<file path="config.mk">
export PLATFORM = sky130hd
export DESIGN_NAME = alu_rs
export DESIGN_NICKNAME = d
export VERILOG_FILES = /design/src/rtl/alu_rs.sv
export SDC_FILE = /design/constraint.sdc
export NUM_CORES = 1
export LEC_CHECK = 0
export CAP_MARGIN = 20
export CELL_PAD_IN_SITES_DETAIL_PLACEMENT = 2
export CELL_PAD_IN_SITES_GLOBAL_PLACEMENT = 2
export CORE_ASPECT_RATIO = 1.5
export CORE_MARGIN = 8
export CORE_UTILIZATION = 30
export CTS_CLUSTER_DIAMETER = 200
export DETAILED_ROUTE_END_ITERATION = 6
export PLACE_DENSITY = 0.69
export REMOVE_ABC_BUFFERS = 1
export SLEW_MARGIN = 20
export SYNTH_ARGS = -nofsm -noshare
export SYNTH_HDL_FRONTEND = slang
export SYNTH_SLANG_ARGS = --single-unit
</file>
<file path="constraint.sdc">
create_clock -name in_clk -period 3.9 [get_ports in_clk]
set_clock_uncertainty 0.2 [all_clocks]
set_input_delay 0.39 -clock in_clk [delete_from_list [all_inputs] [get_ports in_clk]]
set_output_delay 0.39 -clock in_clk [all_outputs]
set_load 0.05 [all_outputs]
</file>
<file path="src/rtl/alu_rs.sv">
// alu_rs: reservation station in front of the ALU port of func_units.
//
// Dispatched micro-ops are held until their A, B and NZCV operands are all
// valid. Missing operands are captured from the result broadcast by ROB tag.
// While the ALU reports ready, the lowest-index ready entry is issued through
// registered out_fu_* outputs. out_fu_start is a one-cycle strobe.
//
// Compile-time option:
//   RS_CDB_BYPASS_EN - when defined, select also treats a same-cycle matching
//                      broadcast as ready and forwards its value into the
//                      issue registers (broadcast -> start in 1 cycle instead
//                      of 2).
//
// Ports:
//   in_clk, in_rst            clock, asynchronous active-high reset
//   in_dispatch_*             dispatch request, operands, tags, flags, dst
//   in_cdb_*                  result broadcast (tag, value, optional flags)
//   in_fu_ready               ALU can accept an op at the next edge
//   in_flush                  mispredict flush: drop every entry
//   out_dispatch_ready        at least one free entry
//   out_fu_start / out_fu_*   issue strobe and issued micro-op fields

package alu_rs_pkg;
    localparam int GPR_SIZE     = 32;
    localparam int ROB_IDX_SIZE = 4;

    typedef enum logic [3:0] {
        FU_PLUS  = 4'd0,
        FU_MINUS = 4'd1,
        FU_AND   = 4'd2,
        FU_ORR   = 4'd3,
        FU_EOR   = 4'd4,
        FU_LSL   = 4'd5,
        FU_LSR   = 4'd6,
        FU_CSEL  = 4'd7
    } fu_op_t;

    typedef logic [3:0] nzcv_t;
    typedef logic [3:0] cond_t;
endpackage

module alu_rs
    import alu_rs_pkg::*;
#(
    parameter int RS_ENTRIES = 4
) (
    input  logic                    in_clk,
    input  logic                    in_rst,
    input  logic                    in_dispatch_valid,
    input  fu_op_t                  in_dispatch_fu_op,
    input  logic [GPR_SIZE-1:0]     in_dispatch_val_a,
    input  logic [GPR_SIZE-1:0]     in_dispatch_val_b,
    input  logic                    in_dispatch_a_ready,
    input  logic                    in_dispatch_b_ready,
    input  logic [ROB_IDX_SIZE-1:0] in_dispatch_a_rob_index,
    input  logic [ROB_IDX_SIZE-1:0] in_dispatch_b_rob_index,
    input  nzcv_t                   in_dispatch_nzcv,
    input  logic                    in_dispatch_nzcv_ready,
    input  logic [ROB_IDX_SIZE-1:0] in_dispatch_nzcv_rob_index,
    input  logic                    in_dispatch_set_nzcv,
    input  cond_t                   in_dispatch_cond,
    input  logic [ROB_IDX_SIZE-1:0] in_dispatch_dst_rob_index,
    input  logic                    in_cdb_done,
    input  logic [ROB_IDX_SIZE-1:0] in_cdb_rob_index,
    input  logic [GPR_SIZE-1:0]     in_cdb_value,
    input  logic                    in_cdb_set_nzcv,
    input  nzcv_t                   in_cdb_nzcv,
    input  logic                    in_fu_ready,
    input  logic                    in_flush,
    output logic                    out_dispatch_ready,
    output logic                    out_fu_start,
    output fu_op_t                  out_fu_op,
    output logic [GPR_SIZE-1:0]     out_fu_val_a,
    output logic [GPR_SIZE-1:0]     out_fu_val_b,
    output logic [ROB_IDX_SIZE-1:0] out_fu_dst_rob_index,
    output logic                    out_fu_set_nzcv,
    output nzcv_t                   out_fu_nzcv,
    output cond_t                   out_fu_cond
);

    localparam int IDX_W = (RS_ENTRIES > 1) ? $clog2(RS_ENTRIES) : 1;

    logic [RS_ENTRIES-1:0]   ent_vld;
    fu_op_t                  ent_op    [RS_ENTRIES];
    logic [GPR_SIZE-1:0]     ent_a_val [RS_ENTRIES];
    logic [GPR_SIZE-1:0]     ent_b_val [RS_ENTRIES];
    nzcv_t                   ent_f_val [RS_ENTRIES];
    logic [RS_ENTRIES-1:0]   ent_a_rdy;
    logic [RS_ENTRIES-1:0]   ent_b_rdy;
    logic [RS_ENTRIES-1:0]   ent_f_rdy;
    logic [ROB_IDX_SIZE-1:0] ent_a_tag [RS_ENTRIES];
    logic [ROB_IDX_SIZE-1:0] ent_b_tag [RS_ENTRIES];
    logic [ROB_IDX_SIZE-1:0] ent_f_tag [RS_ENTRIES];
    logic [RS_ENTRIES-1:0]   ent_set_nzcv;
    cond_t                   ent_cond  [RS_ENTRIES];
    logic [ROB_IDX_SIZE-1:0] ent_dst   [RS_ENTRIES];

    logic [RS_ENTRIES-1:0]   wk_a, wk_b, wk_f, rdy_eff;
    logic [GPR_SIZE-1:0]     a_eff [RS_ENTRIES];
    logic [GPR_SIZE-1:0]     b_eff [RS_ENTRIES];
    nzcv_t                   f_eff [RS_ENTRIES];

    logic                    sel_found, free_found;
    logic [IDX_W-1:0]        sel_idx, free_idx;
    logic                    issue_go, disp_go;

    logic                    disp_a_rdy, disp_b_rdy, disp_f_rdy;
    logic [GPR_SIZE-1:0]     disp_a_val, disp_b_val;
    nzcv_t                   disp_f_val;

    // Full exactly when every valid bit is set, i.e. registered count == RS_ENTRIES.
    assign out_dispatch_ready = ~(&ent_vld);

    // Wakeup match per entry; the NZCV operand only wakes on flag-carrying broadcasts.
    always_comb begin
        for (int i = 0; i < RS_ENTRIES; i++) begin
            wk_a[i] = in_cdb_done && !ent_a_rdy[i] && (ent_a_tag[i] == in_cdb_rob_index);
            wk_b[i] = in_cdb_done && !ent_b_rdy[i] && (ent_b_tag[i] == in_cdb_rob_index);
            wk_f[i] = in_cdb_done && in_cdb_set_nzcv && !ent_f_rdy[i]
                      && (ent_f_tag[i] == in_cdb_rob_index);
`ifdef RS_CDB_BYPASS_EN
            rdy_eff[i] = ent_vld[i] && (ent_a_rdy[i] || wk_a[i])
                         && (ent_b_rdy[i] || wk_b[i]) && (ent_f_rdy[i] || wk_f[i]);
            a_eff[i]   = wk_a[i] ? in_cdb_value : ent_a_val[i];
            b_eff[i]   = wk_b[i] ? in_cdb_value : ent_b_val[i];
            f_eff[i]   = wk_f[i] ? in_cdb_nzcv  : ent_f_val[i];
`else
            rdy_eff[i] = ent_vld[i] && ent_a_rdy[i] && ent_b_rdy[i] && ent_f_rdy[i];
            a_eff[i]   = ent_a_val[i];
            b_eff[i]   = ent_b_val[i];
            f_eff[i]   = ent_f_val[i];
`endif
        end
    end

    // Lowest-index ready entry for issue, lowest-index free entry for dispatch.
    always_comb begin
        sel_found  = 1'b0;
        sel_idx    = '0;
        free_found = 1'b0;
        free_idx   = '0;
        for (int i = 0; i < RS_ENTRIES; i++) begin
            if (!sel_found && rdy_eff[i]) begin
                sel_found = 1'b1;
                sel_idx   = IDX_W'(i);
            end
            if (!free_found && !ent_vld[i]) begin
                free_found = 1'b1;
                free_idx   = IDX_W'(i);
            end
        end
    end

    assign issue_go = in_fu_ready && sel_found && !in_flush;
    assign disp_go  = in_dispatch_valid && out_dispatch_ready && !in_flush;

    // Dispatch-time capture covers a broadcast landing in the same cycle.
    always_comb begin
        disp_a_rdy = in_dispatch_a_ready
                     || (in_cdb_done && (in_dispatch_a_rob_index == in_cdb_rob_index));
        disp_b_rdy = in_dispatch_b_ready
                     || (in_cdb_done && (in_dispatch_b_rob_index == in_cdb_rob_index));
        disp_f_rdy = in_dispatch_nzcv_ready
                     || (in_cdb_done && in_cdb_set_nzcv
                         && (in_dispatch_nzcv_rob_index == in_cdb_rob_index));
        disp_a_val = in_dispatch_a_ready    ? in_dispatch_val_a : in_cdb_value;
        disp_b_val = in_dispatch_b_ready    ? in_dispatch_val_b : in_cdb_value;
        disp_f_val = in_dispatch_nzcv_ready ? in_dispatch_nzcv  : in_cdb_nzcv;
    end

    // Control and issue registers: valid bits, start strobe, issued fields.
    always_ff @(posedge in_clk or posedge in_rst) begin
        if (in_rst) begin
            ent_vld              <= '0;
            out_fu_start         <= 1'b0;
            out_fu_op            <= FU_PLUS;
            out_fu_val_a         <= '0;
            out_fu_val_b         <= '0;
            out_fu_dst_rob_index <= '0;
            out_fu_set_nzcv      <= 1'b0;
            out_fu_nzcv          <= '0;
            out_fu_cond          <= '0;
        end else if (in_flush) begin
            ent_vld      <= '0;
            out_fu_start <= 1'b0;
        end else begin
            out_fu_start <= issue_go;
            if (issue_go) begin
                ent_vld[sel_idx]     <= 1'b0;
                out_fu_op            <= ent_op[sel_idx];
                out_fu_val_a         <= a_eff[sel_idx];
                out_fu_val_b         <= b_eff[sel_idx];
                out_fu_dst_rob_index <= ent_dst[sel_idx];
                out_fu_set_nzcv      <= ent_set_nzcv[sel_idx];
                out_fu_nzcv          <= f_eff[sel_idx];
                out_fu_cond          <= ent_cond[sel_idx];
            end
            // The free slot is never the issuing one, so both writes can coexist.
            if (disp_go) begin
                ent_vld[free_idx] <= 1'b1;
            end
        end
    end

    // Entry payload: only meaningful under ent_vld, so it carries no reset.
    always_ff @(posedge in_clk) begin
        for (int i = 0; i < RS_ENTRIES; i++) begin
            if (disp_go && (free_idx == IDX_W'(i))) begin
                ent_op[i]       <= in_dispatch_fu_op;
                ent_a_val[i]    <= disp_a_val;
                ent_b_val[i]    <= disp_b_val;
                ent_f_val[i]    <= disp_f_val;
                ent_a_rdy[i]    <= disp_a_rdy;
                ent_b_rdy[i]    <= disp_b_rdy;
                ent_f_rdy[i]    <= disp_f_rdy;
                ent_a_tag[i]    <= in_dispatch_a_rob_index;
                ent_b_tag[i]    <= in_dispatch_b_rob_index;
                ent_f_tag[i]    <= in_dispatch_nzcv_rob_index;
                ent_set_nzcv[i] <= in_dispatch_set_nzcv;
                ent_cond[i]     <= in_dispatch_cond;
                ent_dst[i]      <= in_dispatch_dst_rob_index;
            end else begin
                if (wk_a[i]) begin
                    ent_a_val[i] <= in_cdb_value;
                    ent_a_rdy[i] <= 1'b1;
                end
                if (wk_b[i]) begin
                    ent_b_val[i] <= in_cdb_value;
                    ent_b_rdy[i] <= 1'b1;
                end
                if (wk_f[i]) begin
                    ent_f_val[i] <= in_cdb_nzcv;
                    ent_f_rdy[i] <= 1'b1;
                end
            end
        end
    end

endmodule

</file>
==> results.md, run 1 <==
- Outcome: finished, final reports clean
- Wirelength per Cell: 28.1 um
- Worst VDD drop: 0.000375 V
- Slowest-stage cell, CP: and4_4
- Total grt overflow: 0
- H-tree levels: 2
- Most frequent cells in the layout: edfxtp_1 (384), mux2_2 (237), clkdlybuf4s50_1 (225), nor2_1 (165), nand2_1 (97)
- Final worst path period need: 2.94 ns
- CORE AREA: 72500 um^2
- CTS Hold Bufs: 1
- Final max-slew violation count: 0
- Post-synthesis sequential area ratio: 62.3%
- Initial antenna violation count: 9
- Row cnt: 121
- Startpoint types: register
- Cell area after synthesis: 22000 um^2
- CP Data Arrival Time: 3.25 ns
- Post-CTS sizing: 0
- I/O Pins: 226
- Max cap viols: 0
- CP top delay family: simple AND/OR/NAND/NOR gates
- Syn_area_per_cell: 13.9 um^2
- Die Wd: 237 um
- Final core occ: 37.2%
- Synth async-reset ratio: 18.3%
- Worst-Skew Late Latency: 0.61 ns
- Setup TNS: 0 ns
- Yosys top cell by area: edfxtp_1
- Slew HR: 25.7%
- Initial drt markers: 700
- Crit path cell chain: and4_4, buf_4, a21oi_1, o31a_1, a31oi_1
- Sink Count: 470
- Largest net degree at the start of global routing: 123
- Post-CTS Setup Bufs: 0
- Critical Path Max Stage Delay: 0.97 ns
- Final Total Pwr: 13.3 mW
- Hold depth: 1
- Clock transition at path regs: 0.06 ns
- Worst Path Buf+Inv: 1
- RSZ-0062 raised after global routing: no
- Placer Congestion: 0.806
- EDFF count, synth: 384
- Critical Path RT: 4.20 ns
- Area share of the largest cell type after synthesis: 52.5%
- Clk buf depth: 3
- DRC Markers: 0
- First-pass GRT wire length: 114000 um
- Final period util: 75.5%
- Crit Path Category: reg -> reg
- Pwr dens: 493 nW/um^2
- Commonest non-fill, non-tap cell in the layout: edfxtp_1
- Die Area: 82300 um^2
- Ys Warns: 0
- Fmax: 340 MHz
- # nets final: 1932
- Post-synthesis register bit count: 470
- CP Max Fanout: 59
- CTS buffer count: 49
- Slew @ Worst Pin: 1.12 ns
- Total iterations of the first detailed-routing run: 4
- Total Routing Usage GR: 18.4%
- Setup violations, final: 0
- Layout overhead on the synthesized area: 22.7%
- Pleak: 8.93 nW
- Buffers on Ports: 225
- Vias per cell: 5.39
- Placed cells: 2659
- Die H: 347 um
- Vias in the first global route: 17367
- Post-Route WL: 77300 um
- Fraction of layout cells with a size suffix above 1: 22.0%
- Synth cell types: 40
- Hold/Removal Path Class: in -> reg
- Routed vias: 14834
- Syn Inst Count: 1580
- Detailed placement HPWL: 46800 um
- CP Capture Type: register
- Final hold vios: 0
- Clock root buffer: clkbuf_16
- Initial Util: 30.3%
- CTS tree: done
- Critical path depth: 5
- Synth Flop Type: edfxtp_1
- WHS: 0.228 ns
- Final std cells w/o fill: 2754
- FF-to-FF path depth: 5
- Synth area leaders: edfxtp_1 (52%), mux2_2 (12%), dfrtp_1 (9.8%)
- Post-route ant nets: 0
[synthesized netlist by cell type (9+ instances only)]
library cell / n
edfxtp_1: 384
mux2_2: 237
nor2_1: 166
nand2_1: 98
dfrtp_1: 86
a31oi_1: 83
a21oi_1: 81
a22oi_1: 81
o31a_1: 81
xnor2_1: 53
clkbuf_1: 43
buf_2: 37
buf_6: 25
mux2_1: 19
mux2_4: 16
nand3_1: 11
nand4_1: 9
o21ai_0: 9
[worst register-to-register path, delay by kind of cell (launching register included)]
kind / cells / cell delay, ns
AND/OR/NAND/NOR: 1 / 0.97
AO/OA/AOI/OAI: 3 / 0.64
buffers and inverters: 1 / 0.55
flip-flops: 1 / 0.49
[per-stage QoR]
step	area, um^2	setup WS [ns]
after floorplan	21300	-6.13
after global placement	25400	0.694
after detailed placement	25400	0.569
after CTS	26900	0.950
after global routing	26900	0.879
final	26900	0.957
[cell type report]
class	count	area [um^2]
Antenna cell	2	5.00
Clock buffer	72	1340
Clock inverter	20	204
Fill cell	7266	45600
Inverter	6	40.0
Multi-Input combinational cell	993	7700
Sequential cell	470	13700
Tap cell	922	1150
Timing Repair Buffer	269	2810
[logic make-up (layout without fill, tap and decap cells)]
| family | Yosys count | after routing | share of synthesized area, % |
|---|---|---|---|
| buf+inv | 117 | 367 | 3.24 |
| other cells | 0 | 2 | 0 |
| flops | 470 | 470 | 62.3 |
| mux | 272 | 272 | 14.2 |
| xor+xnor | 60 | 60 | 2.39 |
| simple gates | 305 | 305 | 5.84 |
| compound gates | 356 | 356 | 12.0 |
[report_power, final]
part / total (mW) / internal, mW / switching [mW] / leakage [nW]
clock network: 4.68 / 2.60 / 2.07 / 0.755
logic: 2.57 / 0.951 / 1.62 / 3.71
registers: 6.04 / 5.80 / 0.242 / 4.47
[layer usage]
layer / part of all wire, % / global-route usage, %
met3: 4.3 / 3.37
met5: 0.13 / 0
met2: 54 / 35.2
met1: 39 / 20.4
met4: 2.4 / 5.08
[state kept, by name (all words and copies together) (netlist names), 16 cells and up]
signal	count
ent_a_val	128
ent_b_val	128
out_fu_val_a	32
out_fu_val_b	32
ent_a_tag	16
ent_b_tag	16
ent_cond	16
ent_dst	16
ent_f_tag	16
ent_f_val	16
ent_op	16
[final timing paths]
check	start	endpoint	slack [ns]
max reg2reg	ent_f_rdy[2]	out_fu_val_b[6]	0.96
min in group asynchronous	in_rst	out_fu_dst_rob_index[1]	0.57
max	ent_f_rdy[2]	out_fu_val_b[6]	0.96
min reg2reg	ent_a_val[0][9]	out_fu_val_a[9]	0.35
min	in_dispatch_fu_op[0]	ent_op[0][0]	0.23
max in group asynchronous	in_rst	out_fu_val_a[16]	2.04
Power figures use the tool's default switching activity.
==> run 2: changes to the inputs <==
==> constraint.sdc (replaced) <==
create_clock -name in_clk -period 2.37 [get_ports in_clk]
set_clock_uncertainty 0.2 [all_clocks]
set_input_delay 0.237 -clock in_clk [delete_from_list [all_inputs] [get_ports in_clk]]
set_output_delay 0.237 -clock in_clk [all_outputs]
set_load 0.05 [all_outputs]
==> results.md, run 2 (same netlist as run 1, synthesis figures left out) <==
- Outcome: finished, final reports clean (unchanged)
- Pre-CTS setup slack: -0.438 ns (was 0.569 ns)
- CP startpoint: ent_vld[2] (was ent_f_rdy[2])
- Setup violations, final: 0 (unchanged)
- Final worst path period need: 2.31 ns (was 2.94 ns)
- Hold/Removal Path Class: in -> reg (unchanged)
- Vias in the first global route: 17827 (was 17367)
- Largest net degree at the start of global routing: 83 (was 123)
- Fmax: 433 MHz (was 340 MHz)
- Initial Util: 30.3% (unchanged)
- Placer Congestion: 0.782 (was 0.806)
- Finished Cell Area: 28400 um^2 (was 26900 um^2)
- FF-to-FF setup slack: 0.06 ns (was 0.96 ns)
- Worst R2R End: ent_b_val[3][27] (was out_fu_val_b[6])
- DRC Markers: 0 (unchanged)
- Total iterations of the first detailed-routing run: 5 (was 4)
- Pwr dens: 772 nW/um^2 (was 493 nW/um^2)
- Crit Path Category: reg -> reg (unchanged)
- # nets final: 2032 (was 1932)
- Clock transition at path regs: 0.07 ns (was 0.06 ns)
- Clk buf depth: 3 (unchanged)
- Die Wd: 237 um (unchanged)
- First-pass GRT wire length: 117000 um (was 114000 um)
- WHS Endpoint: ent_dst[3][1] (was ent_op[0][0])
- Initial drt markers: 738 (was 700)
- Initial antenna violation count: 4 (was 9)
- RSZ-0062 raised after global routing: no (unchanged)
- Clock root buffer: clkbuf_16 (unchanged)
- Seq pwr share: 45.4% (about the same)
- Row cnt: 121 (unchanged)
- Total Routing Usage GR: 19.0% (was 18.4%)
- Sink Count: 470 (unchanged)
- Routed vias: 15175 (was 14834)
- Worst VDD drop: 0.000566 V (was 0.000375 V)
- CP Max Fanout: 32 (was 59)
- Slew @ Worst Pin: 0.626 ns (was 1.12 ns)
- Internal power: 15.3 mW (was 9.35 mW)
- Vias per cell: 5.32 (was 5.39)
- Die Area: 82300 um^2 (unchanged)
- Switching part of the total: 30.1% (was 29.6%)
- DP Area: 26700 um^2 (was 25400 um^2)
- Worst-Skew Late Latency: 0.62 ns (was 0.61 ns)
- Final max-slew violation count: 0 (unchanged)
- Final Total Pwr: 21.9 mW (was 13.3 mW)
- CP Capture Type: register (unchanged)
- Post-Route WL: 80600 um (was 77300 um)
- Pleak: 9.65 nW (was 8.93 nW)
- Slowest-stage cell, CP: dfrtp_1 (was and4_4)
- Startpoint types: register (unchanged)
- Gate power share: 20.1% (was 19.3%)
- Top flop regs: ent_a_val (128), ent_b_val (128) (unchanged)
- Layout overhead on the synthesized area: 29.1% (was 22.7%)
- H-tree levels: 2 (unchanged)
- Die H: 347 um (unchanged)
- Buffers on Ports: 225 (unchanged)
- I/O Pins: 226 (unchanged)
- Commonest non-fill, non-tap cell in the layout: edfxtp_1 (unchanged)
- Post-route ant nets: 0 (unchanged)
- Total grt overflow: 0 (unchanged)
- Critical Path RT: 2.53 ns (was 4.20 ns)
- Final period util: 97.5% (was 75.5%)
- Max cap viols: 0 (unchanged)
- CORE AREA: 72500 um^2 (unchanged)
- Reg2reg start: ent_vld[2] (was ent_f_rdy[2])
- Slew HR: 58.2% (was 25.7%)
- Worst hold start: in_dispatch_dst_rob_index[1] (was in_dispatch_fu_op[0])
- Sw Pwr: 6.59 mW (was 3.93 mW)
- Final hold vios: 0 (unchanged)
- Final setup margin: 0.0591 ns (was 0.957 ns)
- Most frequent cells in the layout: edfxtp_1 (384), mux2_2 (237), clkdlybuf4s50_1 (210), nor2_1 (165), nand2_1 (97) (was edfxtp_1 (384), mux2_2 (237), clkdlybuf4s50_1 (225), nor2_1 (165), nand2_1 (97))
- FF-to-FF path depth: 6 (was 5)
- CTS tree: done (unchanged)
- Fillers: 7181 (was 7266)
- Clk pwr share: 34.5% (was 35.2%)
- CTS buffer count: 49 (unchanged)
- Critical Path Max Stage Delay: 0.48 ns (was 0.97 ns)
- Fraction of layout cells with a size suffix above 1: 26.6% (was 22.0%)
- Crit path cell chain: nand3_1, or3_4, clkinv_4, o31ai_4, buf_12, mux2_2 (was and4_4, buf_4, a21oi_1, o31a_1, a31oi_1)
- Hold depth: 1 (unchanged)
- Wirelength per Cell: 28.3 um (was 28.1 um)
- Detailed placement HPWL: 53500 um (was 46800 um)
- CP Data Arrival Time: 2.47 ns (was 3.25 ns)
==> run 2: changes by cell type in the layout (fill, tap and decap cells not counted), sizes merged <==
cell / delta
bufinv: -2
clkinv: +5
diode: -1
dlygate4sd2: +13
buf: +98
clkinvlp: +4
clkbuf: -7
clkdlybuf4s50: -15
dlymetal6s2s: +2
inv: +2
==> run 2: layer usage <==
metal / track usage (%) / routed length (um)
met5: 0 / 27
met1: 20.9 / 31500
met4: 7.74 / 2830
met2: 35.8 / 43400
met3: 3.13 / 2900
==> run 2: repair_timing <==
item	4_1_cts	5_1_grt
hold endpoints to repair	17	0
buffers inserted	1	2
endpoints found under the setup margin	35	38
cloned	1	2
hold buffers	1	0
gates resized for setup	18	6
pin swaps	0	3
==> run 2: worst max path at each step <==
stage | to | slack (ns)
floorplan | out_fu_cond[0] | -7.66
global placement | ent_f_val[1][3] | -0.40
detailed placement | ent_b_val[2][4] | -0.44
CTS | out_fu_dst_rob_index[2] | 0.003
global route | out_fu_dst_rob_index[2] | 0.003
finish | ent_b_val[3][27] | 0.06
==> run 2: area by class of cell <==
type / instances / area (um^2) / share of cell area [%]
flip-flops and latches: 470 / 13700 / 48.3
multi-input cells: 993 / 7730 / 27.2
repair buffers: 369 / 4220 / 14.9
clock buffers: 63 / 1320 / 4.65
well taps: 922 / 1150 / 4.07
clock inverters: 29 / 208 / 0.732
inverters: 6 / 42.5 / 0.150
diodes: 1 / 2.50 / 0.00882
==> run 2: through the flow <==
| step | cells | utilization [%] | hold WS, ns | TNS (ns) |
|---|---|---|---|---|
| finish | 2853 | 39.1 | 0.0688 | 0 |
| global route | 2852 | 39.1 | 0.0477 | 0 |
| CTS | 2848 | 39.0 | 0.0143 | 0 |
| detailed placement | 2753 | 36.8 | 0.344 | -119.06 |
| global placement | 2753 | 36.8 | 0.319 | -87.10 |
| floorplan | 1469 | - | 0.104 | -1091.40 |
==> run 2: worst max-delay path, delay by kind of cell, from the launching register on <==
family	cells	cell delay [ns]
DFF	1	0.48
muxes	1	0.38
buffers and inverters	2	0.39
AOI/OAI and AO/OA	1	0.30
and+or+nand+nor	2	0.29
==> run 2: power by group through the flow <==
| stage | clock [mW] | combinational [mW] | sequential, mW |
|---|---|---|---|
| after global routing | 8.03 | 4.63 | 9.99 |
| after detailed placement | 0 | 4.45 | 10.1 |
| after global placement | 0 | 4.34 | 10.1 |
| final | 7.56 | 4.40 | 9.93 |
| after CTS | 7.78 | 4.44 | 9.95 |
| after floorplan | 0 | 1.17 | 11.3 |
